### config.mk
export PLATFORM = sky130hd
export DESIGN_NAME = load_store_unit
export DESIGN_NICKNAME = d
export VERILOG_FILES = /design/src/rtl/load_store_unit.sv
export SDC_FILE = /design/constraint.sdc
export NUM_CORES = 1
export LEC_CHECK = 0
export CAP_MARGIN = 0
export CORE_MARGIN = 2
export CORE_UTILIZATION = 45
export CTS_CLUSTER_SIZE = 16
export DETAILED_ROUTE_END_ITERATION = 7
export PLACE_DENSITY = 0.83
export SLEW_MARGIN = 10
export SYNTH_ARGS = -nofsm -noshare
export SYNTH_HDL_FRONTEND = slang
export SYNTH_SLANG_ARGS = --single-unit
### constraint.sdc
create_clock -name i_clk -period 6.9 [get_ports i_clk]
set_clock_uncertainty 0.15 [all_clocks]
set_input_delay 1.035 -clock i_clk [delete_from_list [all_inputs] [get_ports i_clk]]
set_output_delay 1.035 -clock i_clk [all_outputs]
set_load 0.01 [all_outputs]
### src/rtl/load_store_unit.sv
// load_store_unit: RV32I load/store initiator for a word-addressed data memory
module load_store_unit #(
  parameter int ADDR_W     = 32,
  parameter int MEM_RD_LAT = 1
) (
  input  logic              i_clk,
  input  logic              i_rst,
  input  logic              i_req_valid,
  output logic              o_req_ready,
  input  logic              i_req_we,
  input  logic [2:0]        i_req_funct3,
  input  logic [ADDR_W-1:0] i_req_addr,
  input  logic [31:0]       i_req_wdata,
  output logic              o_resp_valid,
  input  logic              i_resp_ready,
  output logic [31:0]       o_resp_rdata,
  output logic              o_resp_err,
  output logic [ADDR_W-1:0] o_mem_Addr,
  output logic [31:0]       o_mem_Wd,
  output logic [3:0]        o_mem_Wen,
  output logic              o_mem_Ren,
  input  logic [31:0]       i_mem_Rd
);
  typedef enum logic [1:0] {IDLE, STORE, LOAD, RESP} state_t;
  localparam logic [2:0] LAT = 3'(MEM_RD_LAT);
  state_t state, state_d;
  logic [2:0] cnt, cnt_d, f3;
  logic [1:0] lo;
  logic accept, mis, ill, err_in, last;
  logic [3:0] wen_in;
  logic [31:0] wd_in, ext;
  logic [15:0] half;
  logic [7:0] byte_v;
  logic ready_d, rv_d, err_d, ren_d;
  logic [31:0] rdata_d, wd_d;
  logic [3:0] wen_d;
  logic [ADDR_W-1:0] addr_d;
  assign accept = i_req_valid & o_req_ready;
  assign mis = ((i_req_funct3[1:0] == 2'b01) & i_req_addr[0]) |
               ((i_req_funct3[1:0] == 2'b10) & (|i_req_addr[1:0]));
  assign ill = i_req_we ? (i_req_funct3[2] | (&i_req_funct3[1:0]))
                        : ((&i_req_funct3[1:0]) | (&i_req_funct3[2:1]));
  assign err_in = mis | ill;
  assign wen_in = i_req_funct3[1:0] == 2'b00 ? 4'b0001 << i_req_addr[1:0] :
                  i_req_funct3[1:0] == 2'b01 ? 4'b0011 << {i_req_addr[1], 1'b0} : 4'b1111;
  assign wd_in = i_req_funct3[1:0] == 2'b00 ? {4{i_req_wdata[7:0]}} :
                 i_req_funct3[1:0] == 2'b01 ? {2{i_req_wdata[15:0]}} : i_req_wdata;
  assign last = cnt == LAT;
  assign half = lo[1] ? i_mem_Rd[31:16] : i_mem_Rd[15:0];
  assign byte_v = lo[0] ? half[15:8] : half[7:0];
  assign ext = f3[1:0] == 2'b00 ? {{24{~f3[2] & byte_v[7]}}, byte_v} :
               f3[1:0] == 2'b01 ? {{16{~f3[2] & half[15]}}, half} : i_mem_Rd;
  // state, latched request lane info and all registered outputs
  always_ff @(posedge i_clk or posedge i_rst) begin
    if (i_rst) begin
      state <= IDLE;
      cnt <= '0;
      f3 <= '0;
      lo <= '0;
      o_req_ready <= 1'b0;
      o_resp_valid <= 1'b0;
      o_resp_rdata <= '0;
      o_resp_err <= 1'b0;
      o_mem_Addr <= '0;
      o_mem_Wd <= '0;
      o_mem_Wen <= '0;
      o_mem_Ren <= 1'b0;
    end else begin
      state <= state_d;
      cnt <= cnt_d;
      if (accept) begin
        f3 <= i_req_funct3;
        lo <= i_req_addr[1:0];
      end
      o_req_ready <= ready_d;
      o_resp_valid <= rv_d;
      o_resp_rdata <= rdata_d;
      o_resp_err <= err_d;
      o_mem_Addr <= addr_d;
      o_mem_Wd <= wd_d;
      o_mem_Wen <= wen_d;
      o_mem_Ren <= ren_d;
    end
  end
  // next state: errors skip the memory phase entirely
  always_comb
    state_d = state == IDLE  ? (accept ? (err_in ? RESP : i_req_we ? STORE : LOAD) : IDLE) :
              state == STORE ? RESP :
              state == LOAD  ? (last ? RESP : LOAD) :
              (i_resp_ready ? IDLE : RESP);
  // next values of the registered outputs; Addr and the response hold unless updated
  always_comb begin
    ready_d = 1'b0;
    rv_d = o_resp_valid;
    rdata_d = o_resp_rdata;
    err_d = o_resp_err;
    addr_d = o_mem_Addr;
    wd_d = '0;
    wen_d = '0;
    ren_d = 1'b0;
    cnt_d = cnt;
    case (state)
      IDLE: begin
        ready_d = ~accept;
        if (accept) begin
          addr_d = err_in ? o_mem_Addr : {i_req_addr[ADDR_W-1:2], 2'b00};
          wen_d = (i_req_we & ~err_in) ? wen_in : 4'b0000;
          wd_d = (i_req_we & ~err_in) ? wd_in : 32'd0;
          ren_d = ~i_req_we & ~err_in;
          cnt_d = '0;
          rv_d = err_in;
          err_d = err_in;
          rdata_d = '0;
        end
      end
      STORE: begin
        rv_d = 1'b1;
        err_d = 1'b0;
        rdata_d = '0;
      end
      LOAD: begin
        ren_d = ~last;
        cnt_d = cnt + 3'd1;
        rv_d = last;
        rdata_d = last ? ext : 32'd0;
        err_d = 1'b0;
      end
      default: begin
        ready_d = i_resp_ready;
        rv_d = ~i_resp_ready;
        rdata_d = i_resp_ready ? 32'd0 : o_resp_rdata;
        err_d = ~i_resp_ready & o_resp_err;
      end
    endcase
  end
endmodule
==> summary.md, run 1 <==
| Metric | Value |
|---|---|
| Total setup buffers inserted after CTS | `0` |
| Final hold viol count | `0` |
| Ports placed on the boundary | `around 210` |
| Leakage dissipation | `between 0.003 and 0.004 uW` |
| Clock tree from TritonCTS | `done` |
| Type of the worst min-delay path | `reg2reg` |
| Post-route ant nets | `0` |
| Area fraction in compound gates after synthesis | `a little over an eighth` |
| Post-place setup slack | `approximately 3 ns` |
| H-tree depth | `3` |
| Setup_tns | `0 ns` |
| Average footprint of a synthesized cell | `between 9 and 10 um2` |
| Multiplexer fraction of the synthesized cell area | `11.0%` |
| Leading register cell type out of synthesis | `sky130_fd_sc_hd__dfrtp_1` |
| Largest net degree at the start of global routing | `71` |
| Cell accounting for the most synthesized area | `sky130_fd_sc_hd__dfrtp_1` |
| First DRT Iteration DRCs | `a little under 200` |
| Via count of the first global-routing pass | `roughly 4600` |
| Y dimension of the die | `approximately 110 um` |
| Critical Path Source Type | `primary input` |
| Post-DR vias/cell | `about 5.4` |
| Number of enable flip-flop cells after synthesis | `0` |
| Number of clock sinks seen by CTS | `approximately 110` |
| Achievable clock frequency | `between 200 and 300 MHz` |
| Count of different cell masters after synthesis | `40` |
| Synth warnings | `0` |
| Std cell rows | `38` |
| Worst Setup Path Type | `in2reg` |
| Synthesized-area fraction occupied by adder cells | `roughly 1.5%` |
| Number of max-slew violations in the final report | `0` |
| Unrepaired setup endpoints after global routing | `no` |
| Clock Pin Slew Worst Setup and Hold Paths | `0.07 ns` |
| Share of synthesized area occupied by flip-flops and latches | `55.1%` |
| Remaining Overflow, GRT | `0` |
| Result of the run | `finished, final reports clean` |
| Number of placed instances, taps included | `about 830` |
| Cells taking the most area after synthesis | `sky130_fd_sc_hd__dfrtp_1, sky130_fd_sc_hd__mux2_2, sky130_fd_sc_hd__o21ai_0` |
| Maximum number of buffers from clock root to sink | `2` |
| Post-synthesis to final-layout area growth | `47.7%` |
| Number of gates resized after CTS | `0` |
| Post-synthesis share of cell area spent on and, or, nand and nor gates | `between 10% and 20%` |
| Die area | `between 10000 and 15000 um2` |
| Half-perimeter wire length after placement | `about 11000 um` |
| Post-cts hold buffer count | `0` |
| Flops & latches, synth | `around 110` |
| Fraction of final layout cells with drive strength greater than 1 | `under 10%` |
| Cell at the root of the clock tree | `sky130_fd_sc_hd__clkbuf_16` |
| Antenna Cells | `0` |
| Required @ worst endpoint | `roughly 7 ns` |
| Die boundary width | `approximately 110 um` |
| Share of the cycle needed by the critical path after routing | `about half` |
| Synth top cells by count | `sky130_fd_sc_hd__dfrtp_1, sky130_fd_sc_hd__nand2_1, sky130_fd_sc_hd__nor2_1` |
| Number of buffer cells added on primary ports | `a little over 200` |
| Worst max-slew margin expressed relative to the limit | `roughly 37%` |
| Post-Layout Cell Count | `around 850` |
| Clock latency on the worst-skew pair | `around 0.34 ns` |
| All-layer global routing usage | `between 20% and 30%` |
| Critical path capture point type | `register` |
| Final critical-path required period | `between 3 and 4 ns` |
| Share of synthesized flip-flops with an asynchronous set or reset | `100%` |
| Post-route DRC | `0` |
| Effective utilization at floorplan | `approximately 46%` |
| Crit path max fanout | `28` |
| First-pass detailed-route iteration total | `4` |
| Filler instances | `876` |
| Most frequent cell after synthesis | `sky130_fd_sc_hd__dfrtp_1` |
| Post-Syn Instances | `about 500` |
| Total Routed Length | `15100 um` |
| Data arrival time of the critical path | `between 3 and 4 ns` |
| Global-route wire length before repair | `23000 um` |
| Total Nets Final | `810` |
| Max Cap Viol | `0` |
| Post-Syn Area | `5080 um2` |
| Setup violation total in the final timing report | `0` |
| Combinational family with the most area after synthesis | `simple AND/OR/NAND/NOR gates` |
| Vias after detailed routing | `between 4000 and 5000` |
| Clock buffer count from CTS | `9` |
| Xor and xnor fraction of the mapped netlist area | `less than 1%` |
| Fraction of synthesized cell area taken by the top area cell type | `55.1%` |
| Post-detailed-route wirelength per cell | `between 15 and 20 um` |
| Transition time at the pin with the least slew margin | `0.948 ns` |
| CORE AREA | `around 11000 um2` |
| Peak VDD IR | `around 0.00019 V` |
| Final setup slack of the worst path | `3.34 ns` |
| Initial antenna violation count | `0` |
| Final GP Congestion | `0.932` |
| Power per unit of standard cell area | `between 300 and 400 nW/um2` |
-- per-layer routing --
metal,vias to the layer above,track usage (%),share of wire [%]
li1,2115,-,-
met1,2196,28.7,38
met2,196,43.9,51
met3,14,10.4,10
met4,0,6.96,1.0
met5,-,0,0
-- power by group --
group / total, uW / leakage, uW / internal, uW / switching [uW]
combinational: 1130 / 0.00161 / 575 / 557
sequential: 998 / 0.00151 / 851 / 148
clock: 550 / 0.000156 / 317 / 233
-- cells by family (layout without fill, tap and decap cells) --
family	after synthesis	after routing
mux	52	52
fa+ha+maj	6	6
buf+inv	46	239
compound gates	121	121
other cells	1	2
xor+xnor	1	1
flops	112	112
simple gates	172	172
-- path summary, 6_finish.rpt --
check | startpoint | endpoint | slack [ns] | cells past startpoint
worst max-delay path | i_req_funct3[0] | o_mem_Wd[11]$_DFF_PP0_ | 3.34 | 5
worst min-delay path | o_resp_rdata[6]$_DFFE_PP0P_ | o_resp_rdata[6]$_DFFE_PP0P_ | 0.33 | 2
worst max register to register | state[0]$_DFF_PP0_ | o_resp_rdata[21]$_DFFE_PP0P_ | 4.01 | 6
worst min register to register | o_resp_rdata[6]$_DFFE_PP0P_ | o_resp_rdata[6]$_DFFE_PP0P_ | 0.33 | 2
max in group asynchronous | i_rst | o_mem_Wd[7]$_DFF_PP0_ | 4.38 | 3
min in group asynchronous | i_rst | o_mem_Addr[23]$_DFFE_PP0P_ | 0.95 | 2
-- flip-flops by register name (all words and copies together), names as in the netlist --
signal,cells
o_resp_err,1
o_mem_Wd,32
o_mem_Addr,30
o_mem_Wen,4
f3,3
state,2
lo,2
o_resp_valid,1
cnt,3
o_mem_Ren,1
o_resp_rdata,32
o_req_ready,1
-- placed cells by master, fill, tap and decap left out, types with 2 or more instances in the layout --
| cell type | instances |
|---|---|
| sky130_fd_sc_hd__nand2b_1 | 2 |
| sky130_fd_sc_hd__nand2_1 | 64 |
| sky130_fd_sc_hd__dfrtp_1 | 112 |
| sky130_fd_sc_hd__mux2_2 | 32 |
| sky130_fd_sc_hd__o22ai_1 | 3 |
| sky130_fd_sc_hd__clkinv_2 | 3 |
| sky130_fd_sc_hd__o221ai_1 | 2 |
| sky130_fd_sc_hd__nand3_1 | 3 |
| sky130_fd_sc_hd__ha_1 | 6 |
| sky130_fd_sc_hd__a31oi_1 | 15 |
| sky130_fd_sc_hd__clkbuf_16 | 9 |
| sky130_fd_sc_hd__nor2_1 | 64 |
| sky130_fd_sc_hd__a21oi_1 | 27 |
| sky130_fd_sc_hd__o21ai_0 | 59 |
| sky130_fd_sc_hd__clkinv_1 | 2 |
| sky130_fd_sc_hd__or4_1 | 2 |
| sky130_fd_sc_hd__o31ai_1 | 7 |
| sky130_fd_sc_hd__buf_4 | 4 |
| sky130_fd_sc_hd__and2_1 | 9 |
| sky130_fd_sc_hd__clkdlybuf4s50_1 | 205 |
| sky130_fd_sc_hd__bufinv_16 | 2 |
| sky130_fd_sc_hd__nor3b_1 | 3 |
| sky130_fd_sc_hd__nor2b_1 | 7 |
| sky130_fd_sc_hd__or2_2 | 2 |
| sky130_fd_sc_hd__nor3_1 | 6 |
| sky130_fd_sc_hd__inv_1 | 11 |
| sky130_fd_sc_hd__mux2i_1 | 20 |
| sky130_fd_sc_hd__or3_1 | 7 |
| sky130_fd_sc_hd__conb_1 | 2 |
-- worst max-delay path, cell delays in order --
cell and delay, ns:
sky130_fd_sc_hd__clkdlybuf4s50_1 0.85, sky130_fd_sc_hd__or4_1 0.70, sky130_fd_sc_hd__a21o_1 0.20, sky130_fd_sc_hd__or2_1 0.55
sky130_fd_sc_hd__a21oi_1 0.30
-- metrics by stage --
stage	area (um2)	utilization [%]	power, uW	hold slack, ns
global route	7510	68.7	2860	0.348
finish	7510	68.7	2680	0.328
CTS	7510	68.7	2690	0.332
floorplan	5090	-	1590	0.341
detailed placement	7200	65.8	2140	0.317
global placement	7200	65.8	2100	0.309
-- cell type report --
cell class	instances	area [um2]	area share (%)
flip-flops and latches	112	2800	37.3
multi-input cells	354	2080	27.7
repair buffers	209	2080	27.7
clock buffers	10	229	3.05
well taps	140	175	2.33
clock inverters	6	83.8	1.12
inverters	14	55.1	0.733
Note: power is estimated with default switching activity, not from simulation.
==> run 2, diff against run 1 <==
- CORE_UTILIZATION: 45 -> 43
- PLACE_DENSITY: 0.83 -> 0.8
- clock period: 6.9 -> 3.6 ns (I/O delays scaled with it)
==> run 2 against run 1 <==
Net effect: sequential power increased by 92%; worst hold slack improved by 0.00063 ns; first-iteration DRC count increased by 7.7%; routed wire length increased by 1.3%; largest cell class unchanged; setup slack got worse by 2.6 ns; cell count increased by 0.95%; utilization decreased by 2.9 points; global-route usage decreased by 0.69 points; largest power group unchanged.
==> summary.md, run 2 (synthesized netlist as in run 1, its figures left out) <==
| Metric | Value |
|---|---|
| CORE AREA | `about 11000 um2` |
| Die area | `12700 um2` |
| Final critical-path required period | `2.82 ns` |
| Clock latency on the worst-skew pair | `0.34 ns` |
| Total Routed Length | `roughly 15000 um` |
| Post-route ant nets | `0` |
| H-tree depth | `3` |
| Critical Path Source Type | `primary input` |
| Met2 usage | `41.4%` |
| Cell at the root of the clock tree | `sky130_fd_sc_hd__clkbuf_16` |
| Achievable clock frequency | `about 350 MHz` |
| All-layer global routing usage | `around 25%` |
| Post-DR vias/cell | `approximately 5.4` |
| Internal power | `roughly 3300 uW` |
| Antenna Cells | `0` |
| Post-cts hold buffer count | `0` |
| Setup_tns | `0 ns` |
| Switching power | `roughly 1800 uW` |
| First-pass detailed-route iteration total | `4` |
| Sequential fraction of design power | `a little under two fifths` |
| Via count of the first global-routing pass | `around 4800` |
| Reg2Reg Launch Point | `state[0]$_DFF_PP0_` |
| Initial antenna violation count | `0` |
| Number of cells traversed by the worst hold path | `2` |
| Worst max-slew margin expressed relative to the limit | `about 34%` |
| Post-route DRC | `0` |
| Global-route wire length before repair | `24400 um` |
| Leakage dissipation | `between 0.003 and 0.004 uW` |
| First DRT Iteration DRCs | `209` |
| Number of buffer cells added on primary ports | `205` |
| Transition time at the pin with the least slew margin | `0.987 ns` |
| Grt met3 use | `around 8.8%` |
| Remaining Overflow, GRT | `0` |
| Post-detailed-route wirelength per cell | `17.9 um` |
| Vias after detailed routing | `about 4600` |
| Y dimension of the die | `between 100 and 150 um` |
| Clock power share | `19.1%` |
| Worst reg-to-reg path cell count | `6` |
| Proportion of total power due to net switching | `35.8%` |
| Met1 global-route usage | `29.5%` |
| Part of the total power dissipated in combinational logic | `43.3%` |
| Hold endpoint | `o_resp_rdata[3]$_DFFE_PP0P_` |
| Peak VDD IR | `approximately 0.00032 V` |
| Highest-count cells in the layout ignoring fill and taps | `sky130_fd_sc_hd__clkdlybuf4s50_1, sky130_fd_sc_hd__dfrtp_1, sky130_fd_sc_hd__nor2_1, sky130_fd_sc_hd__nand2_1, sky130_fd_sc_hd__o21ai_0` |
| Ports placed on the boundary | `208` |
| Reg2Reg Setup Slack | `~0.89 ns` |
| Final hold viol count | `0` |
| Crit path max fanout | `28` |
| Share of the cycle needed by the critical path after routing | `about 78%` |
| Most common library cell in the layout ignoring fill and taps | `sky130_fd_sc_hd__clkdlybuf4s50_1` |
| Worst Setup Path Type | `in2reg` |
| Number of clock sinks seen by CTS | `between 100 and 150` |
| FF-to-FF End | `o_mem_Wd[13]$_DFF_PP0_` |
| Power per unit of standard cell area | `approximately 680 nW/um2` |
| Post-synthesis to final-layout area growth | `48.4%` |
| Maximum number of buffers from clock root to sink | `2` |
| Half-perimeter wire length after placement | `~12000 um` |
| Die boundary width | `~110 um` |
| Clock tree from TritonCTS | `done` |
| Start point of the worst min-delay path | `o_resp_rdata[3]$_DFFE_PP0P_` |
| Largest net degree at the start of global routing | `between 50 and 60` |
| Number of gates resized after CTS | `0` |
| GRT busiest layer | `met2` |
| Fraction of final layout cells with drive strength greater than 1 | `under 10%` |
| Registers with the highest flip-flop counts | `o_mem_Wd (32), o_resp_rdata (32), o_mem_Addr (30)` |
| Total Nets Final | `between 800 and 900` |
| Critical path capture point type | `register` |
| Final GP Congestion | `0.959` |
| Clock buffer count from CTS | `9` |
| Number of max-slew violations in the final report | `0` |
| Clock Pin Slew Worst Setup and Hold Paths | `roughly 0.070 ns` |
| Setup violation total in the final timing report | `0` |
| Max Cap Viol | `0` |
| Post-route cell area | `around 7500 um2` |
| Type of the worst min-delay path | `reg2reg` |
| Post-detailed-placement cell area | `7260 um2` |
| Data arrival time of the critical path | `around 2.9 ns` |
| Required @ worst endpoint | `approximately 3.7 ns` |
| Std cell rows | `39` |
| Result of the run | `finished, final reports clean` |
| Unrepaired setup endpoints after global routing | `no` |
| Effective utilization at floorplan | `around 44%` |
| Total setup buffers inserted after CTS | `0` |
## run 2: worst max-delay path by stage
stage	startpoint	endpoint	slack, ns	cells after the start
6_report	i_req_addr[0]	o_mem_Wd[13]$_DFF_PP0_	0.78	5
5_1_grt	i_req_addr[0]	o_mem_Wd[13]$_DFF_PP0_	0.63	5
4_1_cts	i_req_addr[0]	o_mem_Wd[13]$_DFF_PP0_	0.80	5
3_5_place_dp	i_req_addr[0]	o_mem_Wd[10]$_DFF_PP0_	0.44	5
3_3_place_gp	i_req_addr[0]	o_mem_Wen[1]$_DFF_PP0_	0.57	5
2_1_floorplan	i_req_addr[0]	o_mem_Wd[14]$_DFF_PP0_	1.51	6
## run 2: critical path, stage by stage
cell and delay (ns):
sky130_fd_sc_hd__clkdlybuf4s50_1 0.48, sky130_fd_sc_hd__or4_1 0.57, sky130_fd_sc_hd__a21o_1 0.36, sky130_fd_sc_hd__or2_1 0.64, sky130_fd_sc_hd__a21oi_1 0.32
## run 2: through the flow
stage          setup WS [ns]  power [uW]  util (%)  cells  hold slack [ns]
3_5_place_dp           0.443        4150      63.3    838            0.317
5_1_grt                0.633        5430      65.8    853            0.363
3_3_place_gp           0.570        4060      63.3    838            0.310
4_1_cts                0.803        5130      65.8    853            0.333
6_report               0.776        5100      65.8    853            0.328
2_1_floorplan           1.51        3040         -    512            0.341
## run 2: layout make-up
type	count	area [um2]
Clock inverter	4	36.3
Fill cell	923	3920
Timing Repair Buffer	215	2140
Sequential cell	112	2800
Inverter	14	56.3
Clock buffer	11	253
Multi-Input combinational cell	354	2080
Tap cell	143	179
## run 2: per-layer routing
layer / wire (um) / vias to the layer above
met5: 0 / -
met4: 295 / 0
met3: 1610 / 23
met2: 7460 / 197
met1: 5940 / 2222
li1: - / 2138
## run 2: power groups by stage
| stage | Combinational (uW) | Clock [uW] | Sequential (uW) |
|---|---|---|---|
| 4_1_cts | 2220 | 997 | 1920 |
| 3_5_place_dp | 2210 | 0 | 1940 |
| 5_1_grt | 2400 | 1060 | 1980 |
| 2_1_floorplan | 1040 | 0 | 2000 |
| 6_report | 2210 | 976 | 1920 |
| 3_3_place_gp | 2150 | 0 | 1910 |
==> run 3, diff against run 2 <==
- clock period: 3.6 -> 2.8 ns (I/O delays scaled with it)
==> run 3 against run 2 <==
Net effect: die area unchanged; critical path depth is 1 lower; clock power up 42%; sequential power is 28% higher; routed wire length is 0.47% lower; combinational power rose by 29%; via count fell by 0.66%.
==> summary.md, run 3 (synthesized netlist as in run 1, its figures left out) <==
| Metric | Value |
|---|---|
| Total Nets Final | `a little over 800` |
| Number of buffer cells added on primary ports | `205` |
| Final hold viol count | `0` |
| Post-DR vias/cell | `5.31` |
| Number of buffer and inverter instances along the worst setup path | `1` |
| Clock Pin Slew Worst Setup and Hold Paths | `approximately 0.07 ns` |
| Filler instances | `just under 900` |
| Remaining Overflow, GRT | `0` |
| Global-route wire length before repair | `24100 um` |
| Worst reg-to-reg path cell count | `4` |
| Clock buffer count from CTS | `9` |
| Number of gates resized after CTS | `0` |
| Setup_tns | `0 ns` |
| Post-route DRC | `0` |
| Final-layout worst hold slack | `about 0.18 ns` |
| Post-route ant nets | `0` |
| Critical path capture point type | `register` |
| Share of the cycle needed by the critical path after routing | `a little over four fifths` |
| Vias after detailed routing | `~4600` |
| Post-detailed-route wirelength per cell | `17.8 um` |
| Fraction of final layout cells with drive strength greater than 1 | `~8.8%` |
| Half-perimeter wire length after placement | `11600 um` |
| Highest-count cells in the layout ignoring fill and taps | `sky130_fd_sc_hd__clkdlybuf4s50_1, sky130_fd_sc_hd__dfrtp_1, sky130_fd_sc_hd__nor2_1, sky130_fd_sc_hd__nand2_1, sky130_fd_sc_hd__o21ai_0` |
| Antenna Cells | `0` |
| Crit path max-delay family | `flip-flops` |
| Reg2Reg Setup Slack | `approximately 0.43 ns` |
| Achievable clock frequency | `approximately 420 MHz` |
| Clock latency on the worst-skew pair | `roughly 0.34 ns` |
| Max Cap Viol | `0` |
| Largest net degree at the start of global routing | `between 70 and 80` |
| Critical Path Source Type | `register` |
| Number of clock sinks seen by CTS | `approximately 110` |
| Type of the worst min-delay path | `in2async` |
| Worst Setup Path Type | `reg2reg` |
| Slowest library cell on the worst path | `sky130_fd_sc_hd__dfrtp_1` |
| Cell breakdown of the critical path | `clkinv_1 -> o211ai_1 -> nand4_1 -> o21ai_0` |
| Ports placed on the boundary | `~210` |
| Via count of the first global-routing pass | `between 4000 and 5000` |
| Number of max-slew violations in the final report | `0` |
| Peak VDD IR | `0.000484 V` |
| Reg2Reg Launch Point | `f3[1]$_DFFE_PP0N_` |
| Final GP Congestion | `0.891` |
| Unrepaired setup endpoints after global routing | `no` |
| Post-synthesis to final-layout area growth | `49.5%` |
| First-pass detailed-route iteration total | `4` |
| Transition time at the pin with the least slew margin | `about 0.78 ns` |
| Y dimension of the die | `between 100 and 150 um` |
| Setup violation total in the final timing report | `0` |
| Die area | `12700 um2` |
| Most common library cell in the layout ignoring fill and taps | `sky130_fd_sc_hd__clkdlybuf4s50_1` |
| Leakage dissipation | `0.00332 uW` |
| Power per unit of standard cell area | `about 880 nW/um2` |
| Cell at the root of the clock tree | `sky130_fd_sc_hd__clkbuf_16` |
| H-tree depth | `3` |
| Clock tree from TritonCTS | `done` |
| Result of the run | `finished, final reports clean` |
| First DRT Iteration DRCs | `a little over 300` |
| Die boundary width | `~110 um` |
| All-layer global routing usage | `about a quarter` |
| Initial antenna violation count | `0` |
| Std cell rows | `39` |
| Maximum number of buffers from clock root to sink | `2` |
| Post-cts hold buffer count | `0` |
| CORE AREA | `between 10000 and 15000 um2` |
| Final critical-path required period | `2.37 ns` |
| Effective utilization at floorplan | `44.3%` |
| Required @ worst endpoint | `approximately 2.9 ns` |
| Total Routed Length | `around 15000 um` |
| Total power draw | `roughly 6700 uW` |
| Data arrival time of the critical path | `between 2 and 2.5 ns` |
| FF-to-FF End | `o_resp_rdata[31]$_DFFE_PP0P_` |
| Total setup buffers inserted after CTS | `0` |
| Maximum cell stage delay along the critical path | `roughly 0.61 ns` |
| Worst max-slew margin expressed relative to the limit | `47.5%` |
| Crit path max fanout | `16` |
| Registers with the highest flip-flop counts | `o_mem_Wd (32), o_resp_rdata (32), o_mem_Addr (30)` |
[run 3: per-stage QoR]
step           instance area [um2]  std cells  util [%]  worst slack (ns)
2_1_floorplan                 5090        512         -             0.743
3_3_place_gp                  7280        841      63.5             0.321
3_5_place_dp                  7280        841      63.5             0.284
4_1_cts                       7600        857      66.3             0.423
5_1_grt                       7600        857      66.3             0.127
6_report                      7600        857      66.3             0.430
[run 3: worst max path at each step]
| stage | startpoint | endpoint | slack, ns | depth (start not counted) |
|---|---|---|---|---|
| floorplan | state[0]$_DFF_PP0_ | o_mem_Addr[11]$_DFFE_PP0P_ | 0.74 | 7 |
| global placement | i_req_funct3[0] | o_mem_Wen[1]$_DFF_PP0_ | 0.32 | 6 |
| detailed placement | i_req_addr[0] | o_mem_Wen[1]$_DFF_PP0_ | 0.28 | 6 |
| CTS | state[0]$_DFF_PP0_ | o_resp_rdata[31]$_DFFE_PP0P_ | 0.42 | 7 |
| global route | f3[1]$_DFFE_PP0N_ | o_resp_rdata[31]$_DFFE_PP0P_ | 0.13 | 4 |
| finish | f3[1]$_DFFE_PP0N_ | o_resp_rdata[31]$_DFFE_PP0P_ | 0.43 | 4 |
[run 3: final cells by class]
class	instances	area, um2	area share (%)
Sequential cell	112	2800	36.9
Timing Repair Buffer	218	2160	28.4
Multi-Input combinational cell	354	2080	27.4
Clock buffer	11	243	3.19
Tap cell	143	179	2.35
Clock inverter	5	78.8	1.04
Inverter	14	56.3	0.740
[run 3: report_power, final]
part	switching [uW]	total, uW	leakage (uW)	internal [uW]
sequential	358	2450	0.00151	2100
clock	575	1390	0.000160	810
combinational	1380	2840	0.00165	1460
total	2310	6680	0.00332	4360
[run 3: per-layer routing]
metal | GRT usage [%] | routed length [um] | vias up
li1 | - | - | 2138
met1 | 28.7 | 5970 | 2198
met2 | 40.9 | 7470 | 198
met3 | 9.27 | 1560 | 16
met4 | 7.48 | 235 | 0
met5 | 0 | 0 | -
